<file path="src/rtl/cronometro_counter.sv">
// Stopwatch core: debounced start/stop and clear buttons, IDLE/RUN/PAUSE FSM, prescaled 0..MAX_COUNT counter.
// Optional lap/freeze display enabled by defining CRONO_LAP_EN.
module cronometro_counter #(
   parameter int CLK_FREQ        = 50_000_000,
   parameter int TICK_HZ         = 10,
   parameter int MAX_COUNT       = 999,
   parameter int DEBOUNCE_CYCLES = 500_000
) (
   input  logic       clk,
   input  logic       rst,
   input  logic       btn_start_stop,
   input  logic       btn_clear,
   input  logic       btn_lap,
   output logic [9:0] count,
   output logic       running,
   output logic       wrap
);

   localparam int DIV = CLK_FREQ / TICK_HZ;
   localparam int PW  = (DIV > 1) ? $clog2(DIV) : 1;
   localparam int DW  = (DEBOUNCE_CYCLES > 1) ? $clog2(DEBOUNCE_CYCLES) : 1;
   localparam logic [PW-1:0] PRESC_LAST = PW'(DIV - 1);
   localparam logic [DW-1:0] DB_LAST    = DW'(DEBOUNCE_CYCLES - 1);
   localparam logic [9:0]    COUNT_LAST = 10'(MAX_COUNT);

   localparam logic [1:0] S_IDLE  = 2'd0;
   localparam logic [1:0] S_RUN   = 2'd1;
   localparam logic [1:0] S_PAUSE = 2'd2;

   localparam int B_START = 0;
   localparam int B_CLEAR = 1;
`ifdef CRONO_LAP_EN
   localparam int B_LAP = 2;
   localparam int NB    = 3;
`else
   localparam int NB    = 2;
`endif

   logic [NB-1:0] w_btn_raw;
   logic [NB-1:0] r_sync1;
   logic [NB-1:0] r_sync2;
   logic [NB-1:0] r_db;
   logic [NB-1:0] r_db_d;
   logic [NB-1:0] r_press;
   logic [DW-1:0] r_dbcnt [NB];

   logic [1:0]    r_state;
   logic          r_running;
   logic          r_wrap;
   logic [PW-1:0] r_presc;
   logic [9:0]    r_count_live;
   logic          w_tick;
   logic          w_start;
   logic          w_clear;

`ifdef CRONO_LAP_EN
   assign w_btn_raw = {btn_lap, btn_clear, btn_start_stop};
`else
   logic w_unused_lap;
   assign w_btn_raw    = {btn_clear, btn_start_stop};
   assign w_unused_lap = btn_lap;
`endif

   // Each button: 2-flop sync, then the level is accepted only after a full run of samples that differ from it
   always_ff @(posedge clk or negedge rst) begin
      if (!rst) begin
         r_sync1 <= '0;
         r_sync2 <= '0;
         r_db    <= '0;
         r_db_d  <= '0;
         r_press <= '0;
         for (int i = 0; i < NB; i++) r_dbcnt[i] <= '0;
      end else begin
         r_sync1 <= w_btn_raw;
         r_sync2 <= r_sync1;
         r_db_d  <= r_db;
         r_press <= r_db & ~r_db_d;
         for (int i = 0; i < NB; i++) begin
            if (r_sync2[i] == r_db[i]) begin
               r_dbcnt[i] <= '0;
            end else if (r_dbcnt[i] == DB_LAST) begin
               r_db[i]    <= r_sync2[i];
               r_dbcnt[i] <= '0;
            end else begin
               r_dbcnt[i] <= r_dbcnt[i] + 1'b1;
            end
         end
      end
   end

   assign w_start = r_press[B_START];
   assign w_clear = r_press[B_CLEAR];
   assign w_tick  = (r_state == S_RUN) && (r_presc == PRESC_LAST);

   // Clear has priority over everything; a tick coinciding with a stop press still increments
   always_ff @(posedge clk or negedge rst) begin
      if (!rst) begin
         r_state      <= S_IDLE;
         r_running    <= 1'b0;
         r_presc      <= '0;
         r_count_live <= '0;
         r_wrap       <= 1'b0;
      end else begin
         r_wrap <= 1'b0;
         if (w_clear) begin
            r_state      <= S_IDLE;
            r_running    <= 1'b0;
            r_presc      <= '0;
            r_count_live <= '0;
         end else begin
            if (w_tick) begin
               r_presc <= '0;
               if (r_count_live == COUNT_LAST) begin
                  r_count_live <= '0;
                  r_wrap       <= 1'b1;
               end else begin
                  r_count_live <= r_count_live + 10'd1;
               end
            end else if (r_state == S_RUN) begin
               r_presc <= r_presc + 1'b1;
            end else if (r_state == S_IDLE) begin
               r_presc <= '0;
            end
            if (w_start) begin
               case (r_state)
                  S_RUN: begin
                     r_state   <= S_PAUSE;
                     r_running <= 1'b0;
                  end
                  default: begin
                     r_state   <= S_RUN;
                     r_running <= 1'b1;
                  end
               endcase
            end
         end
      end
   end

`ifdef CRONO_LAP_EN
   logic       r_freeze;
   logic [9:0] r_lap;

   // The live counter keeps advancing underneath while the display is frozen on r_lap
   always_ff @(posedge clk or negedge rst) begin
      if (!rst) begin
         r_freeze <= 1'b0;
         r_lap    <= '0;
      end else if (w_clear) begin
         r_freeze <= 1'b0;
         r_lap    <= '0;
      end else if (r_press[B_LAP] && (r_state != S_IDLE)) begin
         r_freeze <= ~r_freeze;
         if (!r_freeze) r_lap <= r_count_live;
      end
   end

   assign count = r_freeze ? r_lap : r_count_live;
`else
   assign count = r_count_live;
`endif

   assign running = r_running;
   assign wrap    = r_wrap;

endmodule

</file>
<file path="config.mk">
export PLATFORM = sky130hd
export DESIGN_NAME = cronometro_counter
export DESIGN_NICKNAME = d
export VERILOG_FILES = /design/src/rtl/cronometro_counter.sv
export SDC_FILE = /design/constraint.sdc
export NUM_CORES = 1
export LEC_CHECK = 0
export CORE_UTILIZATION = 50
export DETAILED_ROUTE_END_ITERATION = 10
export GPL_ROUTABILITY_DRIVEN = 0
export PLACE_DENSITY = 0.8
export SLEW_MARGIN = 0
export SYNTH_ARGS = -nofsm -noshare
export SYNTH_HDL_FRONTEND = slang
export SYNTH_SLANG_ARGS = --single-unit
export TNS_END_PERCENT = 100
</file>
<file path="constraint.sdc">
create_clock -name clk -period 1.8 [get_ports clk]
set_input_delay 0.36 -clock clk [delete_from_list [all_inputs] [get_ports clk]]
set_output_delay 0.36 -clock clk [all_outputs]
set_load 0.01 [all_outputs]
</file>
==> impl_results.md, run 1 <==
* Final period util at 110%
* Antenna violations before repair at 0
* Post-synthesis average cell area at 9.66 um^2
* Peak VDD IR at about 0.00054 V
* Port Buffer Count at 15
* I/O pins at 17
* Flop-to-flop setup slack at -0.18 ns
* Fraction of layout cells with a size suffix above 1 at 23.5%
* Max-Cap Viols at 0
* Row count at 32
* CP Launch Type: flop
* CTS tree: built
* Cell Count Post-Placement at 579
* Period minus WS final at 1.98 ns
* Cells after synthesis at 432
* Die width at 93.4 um
* Area Overhead vs Synth at 26.8%
* Worst hold path type: reg -> reg
* Ys Warns at 0
* Util after Layout at 67.1%
* Sink Count at 84
* CTS clock-pin slew for the worst setup and hold paths at 0.09 ns
* Max Fanout on Critical Path at 19
* FF-to-FF End: r_presc[3]$_DFFE_PN0P_
* Cell variety after synth at 47
* Initial Util at 52.9%
* Hold Vio Cnt, Final at 0
* Die Ht at 93.4 um
* Ys async rst share at 100%
* Lkg Pwr at ~0.0022 uW
* Core Area at roughly 0.0079 mm^2
* Routed Antenna Nets at 0
* Initial DRC Count at 376
* Crit path cell chain: ha_2 > nand3_4 > nor4_4 > buf_4 > a211oi_4 > buf_12 > a41oi_2 > a31oi_1
* Via count at 3,508
* RSZ-0062 raised after global routing: true
* Outcome: complete, but fails checks
* Cts bufs inserted at 9
* Post-synth top area cell: dfrtp_1
* Worst Tran Pin Value at roughly 0.82 ns
* Worst hold path startpoint: r_sync1[0]$_DFF_PN0_
* Fin cells at 605
* Max H-tree Level at 3
* Worst Path Class, Setup: reg -> reg
* Root buf cell: clkbuf_8
* Total Routing Usage GR at 21.9%
* DRC violations left at 0
* Top delay family on crit path: compound AO/OA/AOI/OAI gates
* Reg-to-reg startpoint: r_presc[0]$_DFFE_PN0P_
* Total Wirelength at between 9000 and 10,000 um
* Number of synthesized register bits at 84
* Most used DFF post-synth: dfrtp_1
* Max Freq at 504 MHz
* Commonest cells after routing, fill and taps aside: dfrtp_1, nor2_1, buf_4
* Min-Delay Path Depth at 0
* EDFF count, synth at 0
* Critical Path AT at 2.26 ns
* Final HPWL DP at about 5900 um
* Number of global-route vias before repair at 3,382
* Commonest non-fill, non-tap cell in the layout: dfrtp_1
* Mapped Area at 0.00417 mm^2
* Number of diodes at 0
* Via/cell ratio at 5.80
* Clk buf depth at 2
* WL/cell at 15.4 um
* Post-synth top area share at 50.4%
* Synth area leaders: dfrtp_1, nor2_1, xnor2_1, xor2_1, nand3_1
* CP endpoint kind: flop
* GR Overflow Total at 0
* Worst stage delay on the critical path at approximately 0.45 ns
* DRT Pass-1 Iters at 5
* Worst-Skew Late Latency at between 0.3 and 0.4 ns
* Nets at 507
* Hold EP: r_sync2[0]$_DFF_PN0_
* Fin. max-slew vios at 0
* Sequential fraction of the synthesis area at 50.4%
* Max_slew headroom at between 40% and 50%
* Die area at roughly 0.0087 mm^2
* Final setup violation count at 31
* Critical path's slowest cell: a211oi_4
* Critical Path RT at 2.07 ns
* Failing checks: setup timing
* Largest net degree at the start of global routing at 40
* Syn Nets at 441
* Worst path bufs/invs at 2
* Global-route wire length before repair at between 15,000 and 20,000 um
* P per Cell Area at roughly 640 mW/mm^2
* Min Hold Slack at 0.355 ns
* Clock skew at 0.00958 ns
* Worst setup margin at -0.185 ns
* Worst-case reg-to-reg path depth at 8
-- worst reg2reg max path, cell delays in order, from the launching register on --
cell	delay, ns
dfrtp_1	0.39
ha_2	0.21
nand3_4	0.10
nor4_4	0.06
buf_4	0.16
a211oi_4	0.45
buf_12	0.22
a41oi_2	0.13
a31oi_1	0.17
-- power breakdown --
group          switching (uW)  leakage [uW]  internal, uW
combinational            63.0      0.000973          31.9
sequential               13.4       0.00116          1900
clock                     716     0.0000991           688
total                     792       0.00223          2620
-- repair_timing --
| action | CTS | global route |
|---|---|---|
| resized for setup | 19 | 25 |
| buffers inserted | 2 | 5 |
| hold buffers | 1 | 0 |
| endpoints found under the setup margin | 50 | 72 |
| hold endpoints to repair | 32 | 0 |
| cloned | 0 | 2 |
| pin swaps | 10 | 11 |
-- layout make-up --
cell class | instances | area, um^2
fill | 564 | 2590
clock inverter | 6 | 71.3
tap | 102 | 128
clock buffer | 10 | 138
inverter | 6 | 22.5
timing repair buffer | 72 | 652
sequential | 84 | 2100
multi-input combinational | 325 | 2180
-- metal layers --
layer  GRT usage (%)  vias up  share of wire (%)
met3            5.45       21                4.2
met2            36.6       90                 50
met5               0        -                  0
li1                -     1680                  -
met1            28.1     1717                 44
met4            6.41        0                1.9
-- logic make-up after synthesis --
family / count (synthesis) / synth area share [%]
flip-flops: 84 / 50.4
AO/OA/AOI/OAI: 69 / 10.3
buffers and inverters: 24 / 2.34
adder cells (fa/ha/maj): 4 / 1.20
multiplexers: 5 / 1.26
AND/OR/NAND/NOR: 209 / 26.8
XOR/XNOR: 37 / 7.77
-- sequential cells by signal, indices dropped and copies added, names as in the netlist --
signal	cells
r_db	2
r_state	2
r_presc	23
r_dbcnt	38
r_sync1	2
wrap	1
r_press	2
count	10
r_db_d	2
r_sync2	2
-- synthesized netlist by cell type, drive strengths merged, types with 9 or more instances --
master,n
dfrtp,84
nor2,60
nand2,38
nand3,33
a21oi,26
xnor2,19
xor2,18
a31oi,15
nand4,11
clkbuf,10
o21ai,10
and3,9
-- worst max path at each step --
| stage | from | end | slack, ns | cells past startpoint |
|---|---|---|---|---|
| floorplan | r_presc[16]$_DFFE_PN0P_ | r_presc[21]$_DFFE_PN0P_ | -0.04 | 7 |
| global placement | r_presc[10]$_DFFE_PN0P_ | count[4]$_DFFE_PN0P_ | -0.16 | 5 |
| detailed placement | r_presc[10]$_DFFE_PN0P_ | count[4]$_DFFE_PN0P_ | -0.19 | 5 |
| CTS | r_presc[0]$_DFFE_PN0P_ | count[6]$_DFFE_PN0P_ | -0.14 | 6 |
| global route | r_presc[0]$_DFFE_PN0P_ | count[4]$_DFFE_PN0P_ | -0.27 | 6 |
| finish | r_presc[0]$_DFFE_PN0P_ | r_presc[3]$_DFFE_PN0P_ | -0.18 | 8 |
-- stage by stage --
step	power [uW]	TNS, ns	setup slack (ns)	cell area [um^2]
6_report	3410	-3.32	-0.185	5290
4_1_cts	3440	-1.17	-0.143	5130
3_5_place_dp	2050	-1.98	-0.191	4800
2_1_floorplan	1980	-0.133	-0.0430	4190
3_3_place_gp	2040	-1.18	-0.161	4800
5_1_grt	3530	-6.42	-0.267	5290
Note: power is estimated with default switching activity, not from simulation.
==> run 2: changes to the inputs <==
--- a/config.mk
+++ b/config.mk
@@ -5,10 +5,10 @@
 export SDC_FILE = /design/constraint.sdc
 export NUM_CORES = 1
 export LEC_CHECK = 0
-export CORE_UTILIZATION = 50
+export CORE_UTILIZATION = 51
 export DETAILED_ROUTE_END_ITERATION = 10
 export GPL_ROUTABILITY_DRIVEN = 0
-export PLACE_DENSITY = 0.8
+export PLACE_DENSITY = 0.71
 export SLEW_MARGIN = 0
 export SYNTH_ARGS = -nofsm -noshare
 export SYNTH_HDL_FRONTEND = slang
==> run 2 against run 1 <==
The run still ends with setup timing left. Sequential cell count unchanged. Via count increased by 0.43%. Non-clock buffer count increased by 14. Register-to-register slack about the same. Power decreased by 4.6%. Critical path depth decreased by 2. Clock skew increased by 0.0030 ns. Die area decreased by 1.9%. Maximum frequency increased by 0.31%. Cell area increased by 3.9%. Sequential power about the same. Largest power group unchanged.
==> impl_results.md, run 2 (synthesis results as in run 1) <==
* Lkg Pwr at 0.00229 uW (was 0.00223 uW)
* Worst-Skew Late Latency at 0.35 ns (was 0.36 ns)
* DRC violations left at 0 (unchanged)
* Failing checks: setup timing (unchanged)
* Largest net degree at the start of global routing at 33 (was 40)
* Sink Count at 84 (unchanged)
* Max Fanout on Critical Path at 8 (was 19)
* Global-route wire length before repair at 15,900 um (was 15,100 um)
* Reg-to-reg startpoint: r_presc[16]$_DFFE_PN0P_ (was r_presc[0]$_DFFE_PN0P_)
* Total Wirelength at 9550 um (was 9330 um)
* Cell Count Post-Placement at 581 (was 579)
* Commonest non-fill, non-tap cell in the layout: dfrtp_1 (unchanged)
* Final setup violation count at 30 (was 31)
* Cts bufs inserted at 9 (unchanged)
* Filler Cell Count at 575 (was 564)
* Top reg by flops: r_dbcnt (unchanged)
* Critical Path AT at 2.26 ns (about the same)
* P per Cell Area at 592 mW/mm^2 (was 645 mW/mm^2)
* CTS tree: built (unchanged)
* Initial DRC Count at 193 (was 376)
* Core Area at 0.00781 mm^2 (was 0.00789 mm^2)
* Die width at 92.5 um (was 93.4 um)
* FF-to-FF End: count[6]$_DFFE_PN0P_ (was r_presc[3]$_DFFE_PN0P_)
* CTS clock-pin slew for the worst setup and hold paths at 0.09 ns (about the same)
* CP Launch Type: flop (unchanged)
* Pwr Total at 3250 uW (was 3410 uW)
* Area Overhead vs Synth at 31.7% (was 26.8%)
* Fraction of layout cells with a size suffix above 1 at 27.9% (was 23.5%)
* Fin cells at 619 (was 605)
* Worst Path Class, Setup: reg -> reg (unchanged)
* Worst Tran Pin Value at 0.423 ns (was 0.823 ns)
* Nets at 521 (was 507)
* CP endpoint kind: flop (unchanged)
* Flop-to-flop setup slack at -0.18 ns (about the same)
* Worst hold path type: reg -> reg (unchanged)
* DRT Pass-1 Iters at 5 (unchanged)
* Min Hold Slack at 0.355 ns (about the same)
* Max H-tree Level at 3 (unchanged)
* Port Buffer Count at 15 (unchanged)
* Routed Antenna Nets at 0 (unchanged)
* Commonest cells after routing, fill and taps aside: dfrtp_1, buf_4, nor2_1 (was dfrtp_1, nor2_1, buf_4)
* Max-Cap Viols at 0 (unchanged)
* WL/cell at 15.4 um (about the same)
* Antenna violations before repair at 0 (unchanged)
* Via count at 3,523 (was 3,508)
* Max FFs per register at 38 (unchanged)
* Seq. cell area at 0.00210 mm^2 (about the same)
* Worst-case reg-to-reg path depth at 6 (was 8)
* I/O pins at 17 (unchanged)
* Clock skew at 0.0126 ns (was 0.00958 ns)
* Initial Util at 53.4% (was 52.9%)
* Row count at 32 (unchanged)
* Root buf cell: clkbuf_8 (unchanged)
* Die Ht at 92.5 um (was 93.4 um)
* Peak VDD IR at 0.000434 V (was 0.000543 V)
* Max Freq at 505 MHz (was 504 MHz)
* Hold Vio Cnt, Final at 0 (unchanged)
* Number of diodes at 0 (unchanged)
* Critical Path RT at 2.08 ns (was 2.07 ns)
* Worst hold path startpoint: r_sync1[0]$_DFF_PN0_ (unchanged)
* GR Overflow Total at 0 (unchanged)
* Period minus WS final at 1.98 ns (about the same)
* Total Routing Usage GR at 23.6% (was 21.9%)
* Final HPWL DP at 5850 um (was 5890 um)
* RSZ-0062 raised after global routing: true (unchanged)
* Max_slew headroom at 71.8% (was 45.0%)
* Multi-input logic area at 0.00225 mm^2 (was 0.00218 mm^2)
* Clk buf depth at 2 (unchanged)
* Via/cell ratio at 5.69 (was 5.80)
* Hold EP: r_sync2[0]$_DFF_PN0_ (unchanged)
* Post-route setup TNS at -3.03 ns (was -3.32 ns)
* Outcome: complete, but fails checks (unchanged)
* Min-Delay Path Depth at 0 (unchanged)
* Fin. max-slew vios at 0 (unchanged)
* Final period util at 110% (about the same)
* Number of global-route vias before repair at 3,435 (was 3,382)
* Worst setup margin at -0.179 ns (was -0.185 ns)
* Placement Setup Slack at -0.169 ns (was -0.191 ns)
* Die area at 0.00855 mm^2 (was 0.00872 mm^2)
==> run 2: cell count changes in the layout (fill, tap and decap cells not counted), sizes merged <==
cell,previous run,this run
bufinv,1,0
or2,4,3
buf,56,69
clkinv,2,1
clkbuf,11,14
nand3,33,34
dlymetal6s2s,1,0
clkdlybuf4s50,13,14
==> run 2: area by class of cell <==
class | count | area share, %
clock buffer | 12 | 2.64
clock inverter | 4 | 0.592
inverter | 6 | 0.410
multi-input combinational | 325 | 40.9
sequential | 84 | 38.2
tap | 102 | 2.32
timing repair buffer | 86 | 14.9
==> run 2: critical path, cell delays in order (launching register included) <==
cell and delay, ns:
dfrtp_1 0.40, nand4bb_4 0.26, nor4_4 0.34, buf_4 0.17, nand3_4 0.11, or4b_1 0.48, a21oi_1 0.13
==> run 2: worst max-delay path by stage <==
stage                            startpoint                 endpoint  slack [ns]  cells after the start
CTS                  r_presc[1]$_DFFE_PN0P_     count[6]$_DFFE_PN0P_       -0.15                      7
floorplan           r_presc[16]$_DFFE_PN0P_  r_presc[21]$_DFFE_PN0P_       -0.04                      7
global route        r_presc[16]$_DFFE_PN0P_     count[6]$_DFFE_PN0P_       -0.25                      6
global placement    r_presc[10]$_DFFE_PN0P_     count[4]$_DFFE_PN0P_       -0.14                      5
detailed placement  r_presc[13]$_DFFE_PN0P_     count[4]$_DFFE_PN0P_       -0.17                      6
finish              r_presc[16]$_DFFE_PN0P_     count[6]$_DFFE_PN0P_       -0.18                      6
==> run 2: what timing repair did <==
item,4_1_cts,5_1_grt
hold endpoints to repair,27,0
cloned,4,3
endpoints found under the setup margin,31,73
hold buffers,1,0
pin swaps,21,18
resized for setup,29,35
buffers inserted,10,7
==> run 2: power breakdown <==
part | switching [uW] | internal [uW] | leakage, uW
registers | 13.3 | 1900 | 0.00116
logic | 63.3 | 34.2 | 0.00105
clock network | 695 | 548 | 0.0000832
==> run 2: through the flow <==
stage | area [um^2] | util (%)
global placement | 4810 | 61.6
global route | 5500 | 70.4
detailed placement | 4810 | 61.6
finish | 5500 | 70.4
floorplan | 4190 | -
CTS | 5260 | 67.4
==> run 2: per-layer routing <==
| layer | track usage (%) | up-vias | share of wire, % |
|---|---|---|---|
| li1 | - | 1714 | - |
| met1 | 30.1 | 1735 | 46 |
| met2 | 40.4 | 61 | 49 |
| met3 | 4.60 | 13 | 3.2 |
| met4 | 7.81 | 0 | 1.4 |
| met5 | 0 | - | 0 |
==> run 3: changes to the inputs <==
--- a/config.mk
+++ b/config.mk
@@ -5,10 +5,13 @@
 export SDC_FILE = /design/constraint.sdc
 export NUM_CORES = 1
 export LEC_CHECK = 0
+export ABC_CLOCK_PERIOD_IN_PS = 1800
 export CORE_UTILIZATION = 51
+export CTS_CLUSTER_SIZE = 40
 export DETAILED_ROUTE_END_ITERATION = 10
 export GPL_ROUTABILITY_DRIVEN = 0
 export PLACE_DENSITY = 0.71
+export SKIP_LAST_GASP = 1
 export SLEW_MARGIN = 0
 export SYNTH_ARGS = -nofsm -noshare
 export SYNTH_HDL_FRONTEND = slang
==> run 3 against run 2 <==
Power is 0.27% higher. Clock power hardly changed. The flow still finishes with violations (setup timing). Sequential power is essentially flat. Critical path depth unchanged. Non-clock buffer count shrank 2. Largest cell class unchanged. Die area stayed put. Combinational power hardly changed. Register-to-register slack about the same. Clock-buffer cell count is the same.
==> impl_results.md, run 3 (synthesis results as in run 1) <==
* Max FFs per register at 38 (unchanged)
* Outcome: complete, but fails checks (unchanged)
* Clock skew at 0.0156 ns (was 0.0126 ns)
* Placed cell area at 0.00481 mm^2 (unchanged)
* Flop-to-flop setup slack at -0.18 ns (about the same)
* Final period util at 110% (about the same)
* Via/cell ratio at 5.73 (was 5.69)
* Core Area at 0.00781 mm^2 (unchanged)
* GR Overflow Total at 0 (unchanged)
* Final setup violation count at 32 (was 30)
* GRT Max-Usage Layer: met2 (unchanged)
* Crit path cell chain: buf_4 > nand3_2 > nor4_4 > nand3_1 > or4_1 > nand3_1 (was nand4bb_4 > nor4_4 > buf_4 > nand3_4 > or4b_1 > a21oi_1)
* Grt met1 use at 29.8% (was 30.1%)
* Cell Count Post-Placement at 581 (unchanged)
* Clk buf depth at 2 (unchanged)
* Final Instance Area at 0.00547 mm^2 (was 0.00550 mm^2)
* CP Launch Type: flop (unchanged)
* Critical path's slowest cell: or4_1 (was or4b_1)
* Worst hold path startpoint: r_sync1[0]$_DFF_PN0_ (unchanged)
* Die width at 92.5 um (unchanged)
* Seq. cell area at 0.00210 mm^2 (unchanged)
* Min Hold Slack at 0.354 ns (was 0.355 ns)
* Commonest cells after routing, fill and taps aside: dfrtp_1, nor2_1, buf_4 (was dfrtp_1, buf_4, nor2_1)
* Post-route setup TNS at -3.04 ns (was -3.03 ns)
* I/O pins at 17 (unchanged)
* Top delay family on crit path: simple AND/OR/NAND/NOR gates (unchanged)
* Clk network pwr share at 38.4% (was 38.2%)
* Hold Vio Cnt, Final at 0 (unchanged)
* Worst stage delay on the critical path at 0.45 ns (was 0.48 ns)
* Routing usage on met3 at 3.53% (was 4.60%)
* Commonest non-fill, non-tap cell in the layout: dfrtp_1 (unchanged)
* RSZ-0062 raised after global routing: true (unchanged)
* Final HPWL DP at 5850 um (unchanged)
* Nets at 519 (was 521)
* Routed Antenna Nets at 0 (unchanged)
* Critical Path AT at 2.28 ns (was 2.26 ns)
* Max_slew headroom at 71.5% (was 71.8%)
* Cell mode on critical path: nand3_1
* Multi-input logic area at 0.00221 mm^2 (was 0.00225 mm^2)
* Largest net degree at the start of global routing at 33 (unchanged)
* Min-Delay Path Depth at 0 (unchanged)
* Worst path bufs/invs at 1 (unchanged)
* Die Ht at 92.5 um (unchanged)
* Fin cells at 617 (was 619)
* Hold EP: r_sync2[0]$_DFF_PN0_ (unchanged)
* Comb pwr share at 3.0% (about the same)
* FF-to-FF End: r_presc[17]$_DFFE_PN0P_ (was count[6]$_DFFE_PN0P_)
* Fin. max-slew vios at 0 (unchanged)
* Filler Cell Count at 587 (was 575)
* Max H-tree Level at 3 (unchanged)
* Top reg by flops: r_dbcnt (unchanged)
* Worst-case reg-to-reg path depth at 6 (unchanged)
* Total Wirelength at 9680 um (was 9550 um)
* Max Freq at 505 MHz (about the same)
* Reg-to-reg startpoint: r_presc[6]$_DFFE_PN0P_ (was r_presc[16]$_DFFE_PN0P_)
* Critical Path RT at 2.10 ns (was 2.08 ns)
* CP endpoint kind: flop (unchanged)
* P_sw at 781 uW (was 772 uW)
* Antenna violations before repair at 0 (unchanged)
* Sink Count at 84 (unchanged)
* DRC violations left at 0 (unchanged)
* Root buf cell: clkbuf_8 (unchanged)
* Met2 global-route usage at 40.1% (was 40.4%)
* P per Cell Area at 597 mW/mm^2 (was 592 mW/mm^2)
* Peak VDD IR at 0.000434 V (about the same)
* Internal power at 2480 uW (about the same)
* Total Routing Usage GR at 23.6% (about the same)
* Row count at 32 (unchanged)
* Flop pwr share at 58.6% (was 58.8%)
* Worst Tran Pin Value at 0.421 ns (was 0.423 ns)
* Max Fanout on Critical Path at 7 (was 8)
* Area Overhead vs Synth at 31.1% (was 31.7%)
* Global-route wire length before repair at 15,700 um (was 15,900 um)
* Die area at 0.00855 mm^2 (unchanged)
* Worst Path Class, Setup: reg -> reg (unchanged)
* Initial DRC Count at 172 (was 193)
* Port Buffer Count at 15 (unchanged)
* Max-Cap Viols at 0 (unchanged)
* Number of diodes at 0 (unchanged)
* Lkg Pwr at 0.00226 uW (was 0.00229 uW)
* Via count at 3,535 (was 3,523)
* Fraction of layout cells with a size suffix above 1 at 25.8% (was 27.9%)
* Worst hold path type: reg -> reg (unchanged)
* Number of global-route vias before repair at 3,425 (was 3,435)
* CTS tree: built (unchanged)
* Net Sw Frac at 23.9% (was 23.7%)
* Failing checks: setup timing (unchanged)
* Worst setup margin at -0.179 ns (about the same)
* WL/cell at 15.7 um (was 15.4 um)
* Period minus WS final at 1.98 ns (about the same)
* Cts bufs inserted at 9 (unchanged)
* Worst-Skew Late Latency at 0.37 ns (was 0.35 ns)
* CTS clock-pin slew for the worst setup and hold paths at 0.08 ns (was 0.09 ns)
* DRT Pass-1 Iters at 5 (unchanged)
* Initial Util at 53.4% (unchanged)
run 3: area by class of cell:
| type | instances | share of cell area (%) |
|---|---|---|
| repair buffers | 84 | 15.1 |
| clock buffers | 12 | 2.65 |
| well taps | 102 | 2.33 |
| inverters | 6 | 0.412 |
| multi-input cells | 325 | 40.5 |
| clock inverters | 4 | 0.595 |
| flip-flops and latches | 84 | 38.4 |
run 3: per-stage QoR:
step           utilization (%)  total power [uW]  setup WS, ns
3_5_place_dp              61.6              2050        -0.169
5_1_grt                   70.1              3380        -0.269
2_1_floorplan                -              1980       -0.0430
3_3_place_gp              61.6              2050        -0.144
4_1_cts                   67.2              3280        -0.148
6_report                  70.1              3260        -0.179
run 3: worst max path at each step:
| stage | startpoint | endpoint | slack (ns) | cells past startpoint |
|---|---|---|---|---|
| after global placement | r_presc[10]$_DFFE_PN0P_ | count[4]$_DFFE_PN0P_ | -0.14 | 5 |
| after detailed placement | r_presc[13]$_DFFE_PN0P_ | count[4]$_DFFE_PN0P_ | -0.17 | 6 |
| after CTS | r_presc[1]$_DFFE_PN0P_ | count[6]$_DFFE_PN0P_ | -0.15 | 7 |
| after floorplan | r_presc[16]$_DFFE_PN0P_ | r_presc[21]$_DFFE_PN0P_ | -0.04 | 7 |
| after global routing | r_presc[0]$_DFFE_PN0P_ | r_presc[17]$_DFFE_PN0P_ | -0.27 | 7 |
| final | r_presc[6]$_DFFE_PN0P_ | r_presc[17]$_DFFE_PN0P_ | -0.18 | 6 |
run 3: timing repair:
item / CTS / global route
gates resized for setup: 23 / 31
endpoints found under the hold margin: 27 / 0
buffers inserted: 10 / 4
pin swaps: 20 / 18
endpoints found under the setup margin: 31 / 73
hold buffers: 1 / 0
gates cloned: 4 / 3
run 3: power by group through the flow:
stage	Sequential (uW)	Combinational, uW	Clock (uW)
after floorplan	1950	33.9	0
after global placement	1950	96.9	0
after detailed placement	1950	98.5	0
after CTS	1910	100	1270
after global routing	1920	114	1350
final	1910	97.3	1250
run 3: per-layer routing:
| metal | share of wire, % | vias up |
|---|---|---|
| met5 | 0 | - |
| met4 | 1.7 | 0 |
| li1 | - | 1719 |
| met1 | 45 | 1734 |
| met2 | 50 | 65 |
| met3 | 3.1 | 17 |
